$ cat src/rtl/adc_cfg_pkg.sv
// Shared types and defaults for the ADC config sequencer.
package adc_cfg_pkg;
  typedef enum logic [2:0] {
    ST_INIT, ST_IDLE, ST_LAUNCH, ST_WAIT, ST_CAPTURE
  } state_e;

  localparam logic [15:0] INIT_WAIT_DEF   = 16'h3F10;
  localparam logic [7:0]  XFER_CYCLES_DEF = 8'd48;
  localparam int          RD_BIT_LO       = 15;
  localparam int          RD_BIT_HI       = 31;

  function automatic logic is_rd_op(input logic [31:0] w);
    return w[RD_BIT_LO] | w[RD_BIT_HI];
  endfunction
endpackage

$ cat src/rtl/adc_cfg_cmd_fifo.sv
// Synchronous first-word-fall-through command FIFO with occupancy count.
module adc_cfg_cmd_fifo #(
  parameter int W  = 32,
  parameter int AW = 3
) (
  input  logic          clk_sck,
  input  logic          rst_n,
  input  logic          wr_i,
  input  logic [W-1:0]  wdata_i,
  input  logic          rd_i,
  output logic [W-1:0]  rdata_o,
  output logic          full_o,
  output logic          empty_o,
  output logic [AW:0]   level_o
);
  localparam int DEPTH = 1 << AW;

  logic [W-1:0]  mem_q [DEPTH];
  logic [AW-1:0] wr_ptr_q, rd_ptr_q;
  logic [AW:0]   level_q;
  logic          push, pop;

  assign full_o  = (level_q == (AW+1)'(DEPTH));
  assign empty_o = (level_q == '0);
  assign level_o = level_q;
  assign rdata_o = mem_q[rd_ptr_q];
  // Accept is judged on the pre-pop occupancy.
  assign push    = wr_i & ~full_o;
  assign pop     = rd_i & ~empty_o;

  always_ff @(posedge clk_sck) begin
    if (push) mem_q[wr_ptr_q] <= wdata_i;
  end

  always_ff @(posedge clk_sck) begin
    if (!rst_n) begin
      wr_ptr_q <= '0;
      rd_ptr_q <= '0;
      level_q  <= '0;
    end else begin
      if (push) wr_ptr_q <= wr_ptr_q + 1'b1;
      if (pop)  rd_ptr_q <= rd_ptr_q + 1'b1;
      case ({push, pop})
        2'b10:   level_q <= level_q + (AW+1)'(1);
        2'b01:   level_q <= level_q - (AW+1)'(1);
        default: level_q <= level_q;
      endcase
    end
  end
endmodule

$ cat src/rtl/adc_cfg_sequencer.sv
// Buffers host config words and feeds them one at a time to the ADC serial
// config engine, capturing readback of read commands for the host.
module adc_cfg_sequencer
  import adc_cfg_pkg::*;
#(
  parameter int          CMD_AW      = 3,
  parameter logic [15:0] INIT_WAIT   = INIT_WAIT_DEF,
  parameter logic [7:0]  XFER_CYCLES = XFER_CYCLES_DEF
) (
  input  logic              clk_sck,
  input  logic              rst_n,
  input  logic              cmd_wr,
  input  logic [31:0]       cmd_data,
  output logic              cmd_full,
  output logic [CMD_AW:0]   cmd_level,
  output logic              rd_valid,
  output logic [15:0]       rd_data,
  input  logic              rd_ack,
  output logic              busy,
  output logic [1:0]        err_ovf,
  input  logic              err_clr,
  output logic [31:0]       adc_cfg_data,
  output logic              en_adc_cfg,
  input  logic [15:0]       adc_cfg_rb
);
  state_e      state_q;
  logic [15:0] init_cnt_q;
  logic [7:0]  xfer_cnt_q;
  logic [31:0] cfg_data_q;
  logic [15:0] rd_data_q;
  logic        en_q, rd_op_q, rd_valid_q, run_q;
  logic [1:0]  err_q, err_d;
  logic        fifo_empty, fifo_pop, capture_rd;
  logic [31:0] fifo_head;

  assign fifo_pop   = (state_q == ST_IDLE) && !fifo_empty;
  assign capture_rd = (state_q == ST_CAPTURE) && rd_op_q;

  adc_cfg_cmd_fifo #(.W(32), .AW(CMD_AW)) u_fifo (
    .clk_sck (clk_sck),
    .rst_n   (rst_n),
    .wr_i    (cmd_wr),
    .wdata_i (cmd_data),
    .rd_i    (fifo_pop),
    .rdata_o (fifo_head),
    .full_o  (cmd_full),
    .empty_o (fifo_empty),
    .level_o (cmd_level)
  );

  // A same-cycle rd_ack means the host already took the old value: no overwrite error.
  always_comb begin
    err_d = err_q | {capture_rd & rd_valid_q & ~rd_ack, cmd_wr & cmd_full};
    if (err_clr) err_d = '0;
  end

  always_ff @(posedge clk_sck) begin
    if (!rst_n) begin
      state_q    <= ST_INIT;
      init_cnt_q <= '0;
      xfer_cnt_q <= '0;
      cfg_data_q <= '0;
      rd_data_q  <= '0;
      en_q       <= 1'b0;
      rd_op_q    <= 1'b0;
      rd_valid_q <= 1'b0;
      run_q      <= 1'b0;
      err_q      <= '0;
    end else begin
      run_q <= 1'b1;
      err_q <= err_d;
      en_q  <= 1'b0;
      if (rd_ack) rd_valid_q <= 1'b0;
      case (state_q)
        ST_INIT: begin
          if (init_cnt_q >= INIT_WAIT - 16'd1) state_q <= ST_IDLE;
          else init_cnt_q <= init_cnt_q + 16'd1;
        end
        ST_IDLE: begin
          if (fifo_pop) begin
            cfg_data_q <= fifo_head;
            en_q       <= 1'b1;
            rd_op_q    <= is_rd_op(fifo_head);
            state_q    <= ST_LAUNCH;
          end
        end
        ST_LAUNCH: begin
          xfer_cnt_q <= '0;
          state_q    <= ST_WAIT;
        end
        ST_WAIT: begin
          if (xfer_cnt_q >= XFER_CYCLES - 8'd1) state_q <= ST_CAPTURE;
          else xfer_cnt_q <= xfer_cnt_q + 8'd1;
        end
        ST_CAPTURE: begin
          if (rd_op_q) begin
            rd_data_q  <= adc_cfg_rb;
            rd_valid_q <= 1'b1;
          end
          state_q <= ST_IDLE;
        end
        default: state_q <= ST_INIT;
      endcase
    end
  end

  assign adc_cfg_data = cfg_data_q;
  assign en_adc_cfg   = en_q;
  assign rd_valid     = rd_valid_q;
  assign rd_data      = rd_data_q;
  assign err_ovf      = err_q;
  // run_q keeps busy low in the reset cycle even though the state is INIT.
  assign busy         = run_q & ((state_q != ST_IDLE) | ~fifo_empty);
endmodule

$ cat config.mk
export PLATFORM = sky130hd
export DESIGN_NAME = adc_cfg_sequencer
export DESIGN_NICKNAME = d
export VERILOG_FILES = /design/src/rtl/adc_cfg_pkg.sv /design/src/rtl/adc_cfg_cmd_fifo.sv /design/src/rtl/adc_cfg_sequencer.sv
export SDC_FILE = /design/constraint.sdc
export NUM_CORES = 1
export LEC_CHECK = 0
export BUFFER_PORTS_ARGS = -buffer_cell sky130_fd_sc_hd__buf_2
export CAP_MARGIN = 20
export CORE_MARGIN = 4
export CORE_UTILIZATION = 29
export DETAILED_ROUTE_END_ITERATION = 7
export PLACE_DENSITY = 0.52
export SYNTH_ARGS = -nofsm -noshare
export SYNTH_HDL_FRONTEND = slang
export SYNTH_SLANG_ARGS = --single-unit
$ cat constraint.sdc
create_clock -name clk_sck -period 6.6 [get_ports clk_sck]
set_clock_uncertainty 0.2 [all_clocks]
set_input_delay 0.99 -clock clk_sck [delete_from_list [all_inputs] [get_ports clk_sck]]
set_output_delay 0.99 -clock clk_sck [all_outputs]
set_load 0.01 [all_outputs]
==> metrics.md, run 1 <==
| Metric | Value |
|---|---|
| Final setup fails | `0` |
| Area grow syn2layout | `19.6%` |
| Post-synthesis compound-gate area fraction | `0.0447` |
| Post-Syn Area | `about 13000 um^2` |
| Inst Count DP | `1453` |
| Die Ht | `around 220 um` |
| Synth unique cells | `48` |
| Clk Latency, worst-skew pair | `550 ps` |
| Critical Path Start Type | `flop` |
| #FFs+latches synth | `350` |
| Top-count cell post-synth | `edfxtp_1` |
| Top post-synthesis cells by area | `edfxtp_1 59%, dfxtp_1 14%, mux4_2 11%` |
| CTS Buffer Depth | `3` |
| Antenna violations before repair | `2` |
| Total vias in the final route | `between 6000 and 7000` |
| Post-synthesis mux area share | `0.137` |
| Slew HR | `0.327` |
| Yosys top cell by area | `edfxtp_1` |
| Post-route ant nets | `0` |
| YS warnings | `0` |
| Sum of negative setup slack | `0 ps` |
| Final HPWL DP | `between 15000 and 20000 um` |
| Routed vias/inst | `4.57` |
| Core Util, Final | `0.353` |
| FF/Latch Area | `9580 um^2` |
| Post-synth top area share | `0.585` |
| FP Rows | `between 70 and 80` |
| Number of DRC markers in iteration 0 | `roughly 370` |
| WS Path Type | `flop to output port` |
| Post_cts resized | `0` |
| Final std cell area, no fill | `roughly 16000 um^2` |
| Largest net degree at the start of global routing | `72` |
| CTS root buf | `clkbuf_16` |
| Final worst setup slack | `~3000 ps` |
| Worst path arrival time | `2390 ps` |
| Layout cells sized above 1 | `0.281` |
| WL final | `~28000 um` |
| Biggest fanout along the worst timing path | `8` |
| DIE WIDTH | `221 um` |
| Cells after Synth | `just under 800` |
| Final min period | `around 3600 ps` |
| IO buf count | `110` |
| Core region area | `44500 um^2` |
| Starting Density | `0.295` |
| Peak supply drop | `roughly 0.16 mV` |
| I/O Pins | `approximately 110` |
| Final non-filler cell total | `approximately 1500` |
| Total power | `between 4 and 5 mW` |
| RSZ-0062 raised after global routing | `no` |
| Setup Buffers After CTS | `0` |
| CTS tree | `done` |
| DP Area | `approximately 14000 um^2` |
| Number of synthesized flops with an enable pin | `about 260` |
| Hold Crit Class | `flop to flop` |
| Total track usage | `0.114` |
| Fin Hold WS | `roughly 250 ps` |
| Worst Path Required | `between 5000 and 6000 ps` |
| Max-Cap Viols | `0` |
| Simple logic cell fraction of the synthesized area | `0.0551` |
| Sink Count | `350` |
| Clk slew on worst S/H paths | `60 ps` |
| CTS H-tree depth | `2` |
| Post-synth top cells | `256 x edfxtp_1, 94 x dfxtp_1, 64 x mux4_2, 57 x a21oi_1, 48 x nand2_1` |
| DRC | `0` |
| Fillcell total | `~4300` |
| Post-Synth Adder-Cell Area | `0.00667` |
| Ant. Diodes | `0` |
| Vias in the first global route | `approximately 7300` |
| Pre-CTS setup slack | `2770 ps` |
| Synth Area in XOR/XNOR | `0.0133` |
| Routed WL per cell | `18.2 um` |
| F_max | `approximately 0.28 GHz` |
| Grt ovf | `0` |
| First-pass GRT wire length | `44000 um` |
| Leak | `5.19 nW` |
| Setup crit end kind | `output port` |
| Final Slew Violations | `0` |
| Hold buffers post-CTS | `0` |
| Routability cong. | `slightly below 0.7` |
| Power Density | `between 200 and 300 nW/um^2` |
| Nets | `around 960` |
| Sequential-to-total area share from yosys stat | `0.729` |
| Commonest register cell after synthesis | `edfxtp_1` |
| DR pass1 iterations | `4` |
| Die area | `between 40000 and 50000 um^2` |
| Multi-input logic area | `3410 um^2` |
| Asr flop ratio synth | `0` |
| Outcome | `completed` |
| Post-Syn Nets | `837` |
| Final Hold Viols | `0` |
| Final period utilization | `0.542` |
| Avg Cell Area, Syn | `~17 um^2` |
| Worst-Margin Slew | `between 1000 and 1500 ps` |
| Main combinational cell family by area after synthesis | `multiplexers` |
| Num CTS Buffers | `39` |
==> critical path: stages (launching register included) <==
cell and delay (ps):
dfxtp_1 390, or4_4 560, or4b_1 570, and2_1 190
buf_2 130
==> state kept, by name, indices dropped and copies added, names as in the netlist, named ones only <==
name	count
u_fifo.mem_q	256
adc_cfg_data	32
init_cnt_q	16
rd_data	16
xfer_cnt_q	8
u_fifo.level_o	4
state_q	3
u_fifo.rd_ptr_q	3
u_fifo.wr_ptr_q	3
err_ovf	2
en_adc_cfg	1
rd_op_q	1
rd_valid	1
run_q	1
==> cells in the final DEF, fill, tap and decap left out, types with 4 or more instances in the layout <==
cell type  synthesis  routed
a21oi_1           57      57
a31oi_1            4       4
buf_2             11     110
buf_4              0      10
clkbuf_1          25      13
clkbuf_16          0      39
clkbuf_8           0       4
clkinv_1           0       4
clkinv_2           0       6
dfxtp_1           94      91
edfxtp_1         256     256
ha_1               7       7
inv_1              5       5
mux2i_1           34      34
mux4_2            64      64
nand2_1           48      48
nand2b_1           7       7
nand3_1            9       9
nor2_1            44      41
nor3_2             0       4
nor4_1             6       5
o21ai_0           34      34
xnor2_1           14      14
xor2_1             6       6
==> layout make-up <==
cell class,count,area share
clock buffer,56,0.0688
clock inverter,16,0.0109
inverter,6,0.00143
multi-input combinational,382,0.217
sequential,350,0.610
tap,592,0.0472
timing repair buffer,124,0.0444
==> per-layer routing <==
layer	part of all wire	vias to the layer above	GRT usage
met1	0.46	3502	0.156
met4	0.022	4	0.0292
met3	0.054	49	0.0326
met5	0.00086	-	0
li1	-	3278	-
met2	0.46	139	0.180
==> final timing paths <==
kind / to / startpoint / cells after the start / slack [ps]
max: busy / u_fifo.level_o[0] / 4 / 3020
min: rd_data[9] / rd_data[9] / 2 / 250
max reg2reg: u_fifo.mem_q[1][8] / u_fifo.level_o[1] / 5 / 3430
min reg2reg: rd_data[9] / rd_data[9] / 2 / 250
==> report_power, final <==
group | switching [mW] | internal (mW) | total [mW]
sequential | 0.0167 | 2.41 | 2.42
clock | 0.870 | 1.23 | 2.10
combinational | 0.0901 | 0.0531 | 0.143
total | 0.977 | 3.69 | 4.67
==> cells by family after synthesis <==
kind of cell	count (synthesis)
AO/OA/AOI/OAI	108
XOR/XNOR	20
adder cells (fa/ha/maj)	7
buffers and inverters	45
flip-flops	350
multiplexers	99
AND/OR/NAND/NOR	148
(Power assumes the default switching activity.)
==> inputs of run 2 (changes only) <==
--- a/config.mk
+++ b/config.mk
@@ -5,6 +5,7 @@
 export SDC_FILE = /design/constraint.sdc
 export NUM_CORES = 1
 export LEC_CHECK = 0
+export ABC_AREA = 1
 export BUFFER_PORTS_ARGS = -buffer_cell sky130_fd_sc_hd__buf_2
 export CAP_MARGIN = 20
 export CORE_MARGIN = 4
==> constraint.sdc (replaced) <==
create_clock -name clk_sck -period 3.45 [get_ports clk_sck]
set_clock_uncertainty 0.2 [all_clocks]
set_input_delay 0.5175 -clock clk_sck [delete_from_list [all_inputs] [get_ports clk_sck]]
set_output_delay 0.5175 -clock clk_sck [all_outputs]
set_load 0.01 [all_outputs]
==> metrics.md, run 2 <==
| Metric | Value |
|---|---|
| Outcome | `completed` |
| Top-count cell post-synth | `edfxtp_1` |
| Max-Cap Viols | `0` |
| Biggest fanout along the worst timing path | `69` |
| Routed WL per cell | `about 16 um` |
| Power Density | `slightly below 600 nW/um^2` |
| Post-route ant nets | `0` |
| Largest net degree at the start of global routing | `150` |
| Clk slew on worst S/H paths | `roughly 60 ps` |
| CTS Buffer Depth | `3` |
| Final HPWL DP | `around 18000 um` |
| Core region area | `around 47000 um^2` |
| Commonest non-fill, non-tap cell in the layout | `edfxtp_1` |
| Number of DRC markers in iteration 0 | `603` |
| F_max | `0.405 GHz` |
| Asr flop ratio synth | `0` |
| Top post-synthesis cells by area | `edfxtp_1 56%, dfxtp_1 14%, o21ai_0 6.1%` |
| Starting Density | `0.295` |
| Sequential-to-total area share from yosys stat | `0.691` |
| Clk Latency, worst-skew pair | `around 550 ps` |
| DRC | `0` |
| Die area | `slightly above 50000 um^2` |
| WS Path Type | `flop to flop` |
| RSZ-0062 raised after global routing | `no` |
| Sum of negative setup slack | `0 ps` |
| Number of synthesized flops with an enable pin | `roughly 260` |
| Final setup fails | `0` |
| Nets | `around 1400` |
| Most frequent cells in the layout | `256 x edfxtp_1, 208 x nor2_1, 168 x o21ai_0` |
| Slew HR | `0.508` |
| Hold Crit Class | `input port to flop` |
| Worst Path Required | `around 3700 ps` |
| I/O Pins | `111` |
| Routed vias/inst | `4.63` |
| Post-Syn Area | `13800 um^2` |
| Final min period | `2470 ps` |
| Critical Path Start Type | `flop` |
| Leak | `around 5.9 nW` |
| Total vias in the final route | `9153` |
| Post-synth top area share | `0.555` |
| DR pass1 iterations | `5` |
| CTS tree | `done` |
| Ant. Diodes | `0` |
| Synth unique cells | `34` |
| Area grow syn2layout | `18.5%` |
| Post-Syn Nets | `approximately 1300` |
| First-pass GRT wire length | `50200 um` |
| Post-synth top cells | `256 x edfxtp_1, 216 x nor2_1, 168 x o21ai_0, 131 x nand2_1, 94 x dfxtp_1` |
| FP Rows | `79` |
| Cells after Synth | `about 1200` |
| Peak supply drop | `between 0.2 and 0.3 mV` |
| Final period utilization | `0.716` |
| Yosys top cell by area | `edfxtp_1` |
| Commonest register cell after synthesis | `edfxtp_1` |
| DIE WIDTH | `between 200 and 250 um` |
| CTS H-tree depth | `2` |
| Total track usage | `0.123` |
| Setup crit end kind | `flop` |
| Die Ht | `between 200 and 250 um` |
| Antenna violations before repair | `3` |
| Biggest register | `u_fifo.mem_q` |
| Number of flip-flops in the largest register | `about 260` |
| Setup Buffers After CTS | `0` |
| #FFs+latches synth | `350` |
| Final Slew Violations | `0` |
| YS warnings | `0` |
| Vias in the first global route | `8811` |
| Final Hold Viols | `0` |
| Layout cells sized above 1 | `0.168` |
| Avg Cell Area, Syn | `about 11 um^2` |
| IO buf count | `110` |
| Worst-Margin Slew | `~740 ps` |
| Num CTS Buffers | `39` |
| Routability cong. | `around 0.76` |
| Fin Hold WS | `roughly 36 ps` |
| WL final | `roughly 32000 um` |
| Fillcell total | `around 4700` |
| Worst path arrival time | `between 2000 and 3000 ps` |
| Grt ovf | `0` |
| CTS root buf | `clkbuf_16` |
| Sink Count | `between 300 and 400` |
-- run 2: changes by cell type after synthesis, moves of 57 or more --
cell | before | now
o211ai_1 | 1 | 58
inv_1 | 5 | 70
nand2_1 | 48 | 131
o21ai_0 | 34 | 168
mux4_2 | 64 | 0
nor2_1 | 44 | 216
-- run 2: worst max-delay path, stage by stage, from the launching register on --
cell	delay (ps)
dfxtp_1	430
nor2_1	100
nand3_1	130
nand2_2	110
inv_2	70
buf_4	540
ha_1	410
inv_1	100
nand3_1	100
nand2_1	70
nand2_1	40
nor2_1	90
-- run 2: logic make-up (layout without fill, tap and decap cells) --
kind of cell / count (synthesis) / after routing / synth area share
adder cells (fa/ha/maj): 7 / 7 / 0.00633
AND/OR/NAND/NOR: 400 / 400 / 0.115
XOR/XNOR: 8 / 8 / 0.00506
buffers and inverters: 144 / 282 / 0.0491
flip-flops: 350 / 350 / 0.691
AO/OA/AOI/OAI: 325 / 325 / 0.133
-- run 2: layout make-up --
cell class	instances	area, um^2	area share
Sequential cell	350	9580	0.584
Clock buffer	52	1080	0.0661
Multi-Input combinational cell	740	3650	0.223
Inverter	76	290	0.0177
Clock inverter	19	241	0.0147
Timing Repair Buffer	135	801	0.0488
Tap cell	607	759	0.0463
-- run 2: metal layers --
metal | up-vias | GRT usage | part of all wire
met5 | - | 0 | 0.0013
met4 | 6 | 0.0348 | 0.019
met3 | 49 | 0.0258 | 0.048
met2 | 174 | 0.202 | 0.47
met1 | 4389 | 0.167 | 0.46
li1 | 4535 | - | -
-- run 2: through the flow --
stage | total power, mW | cell area, um^2 | setup slack (ps) | std cells | util
6_report | 9.63 | 16400 | 980 | 1979 | 0.350
5_1_grt | 10.1 | 16400 | 637 | 1979 | 0.350
4_1_cts | 9.78 | 16400 | 957 | 1979 | 0.350
3_5_place_dp | 5.52 | 15000 | 981 | 1903 | 0.321
3_3_place_gp | 5.50 | 15000 | 1010 | 1903 | 0.321
2_1_floorplan | 5.26 | 13800 | 507 | 1234 | -
-- run 2: where the power goes --
group	internal (mW)	total [mW]	switching, mW
combinational	0.225	0.701	0.476
sequential	4.65	4.71	0.0684
clock	2.53	4.21	1.68
-- run 2: what timing repair did --
item | CTS | global route
hold buffers | 5 | 0
hold endpoints to repair | 15 | 0
gates resized for setup | 0 | 0
-- run 2: worst paths after layout --
path,cells after the start,slack [ps],to,from
worst max-delay path,11,980,u_fifo.level_o[3],u_fifo.level_o[0]
worst min-delay path,3,40,rd_data[14],adc_cfg_rb[14]
worst max register to register,11,980,u_fifo.level_o[3],u_fifo.level_o[0]
worst min register to register,2,230,init_cnt_q[15],init_cnt_q[15]
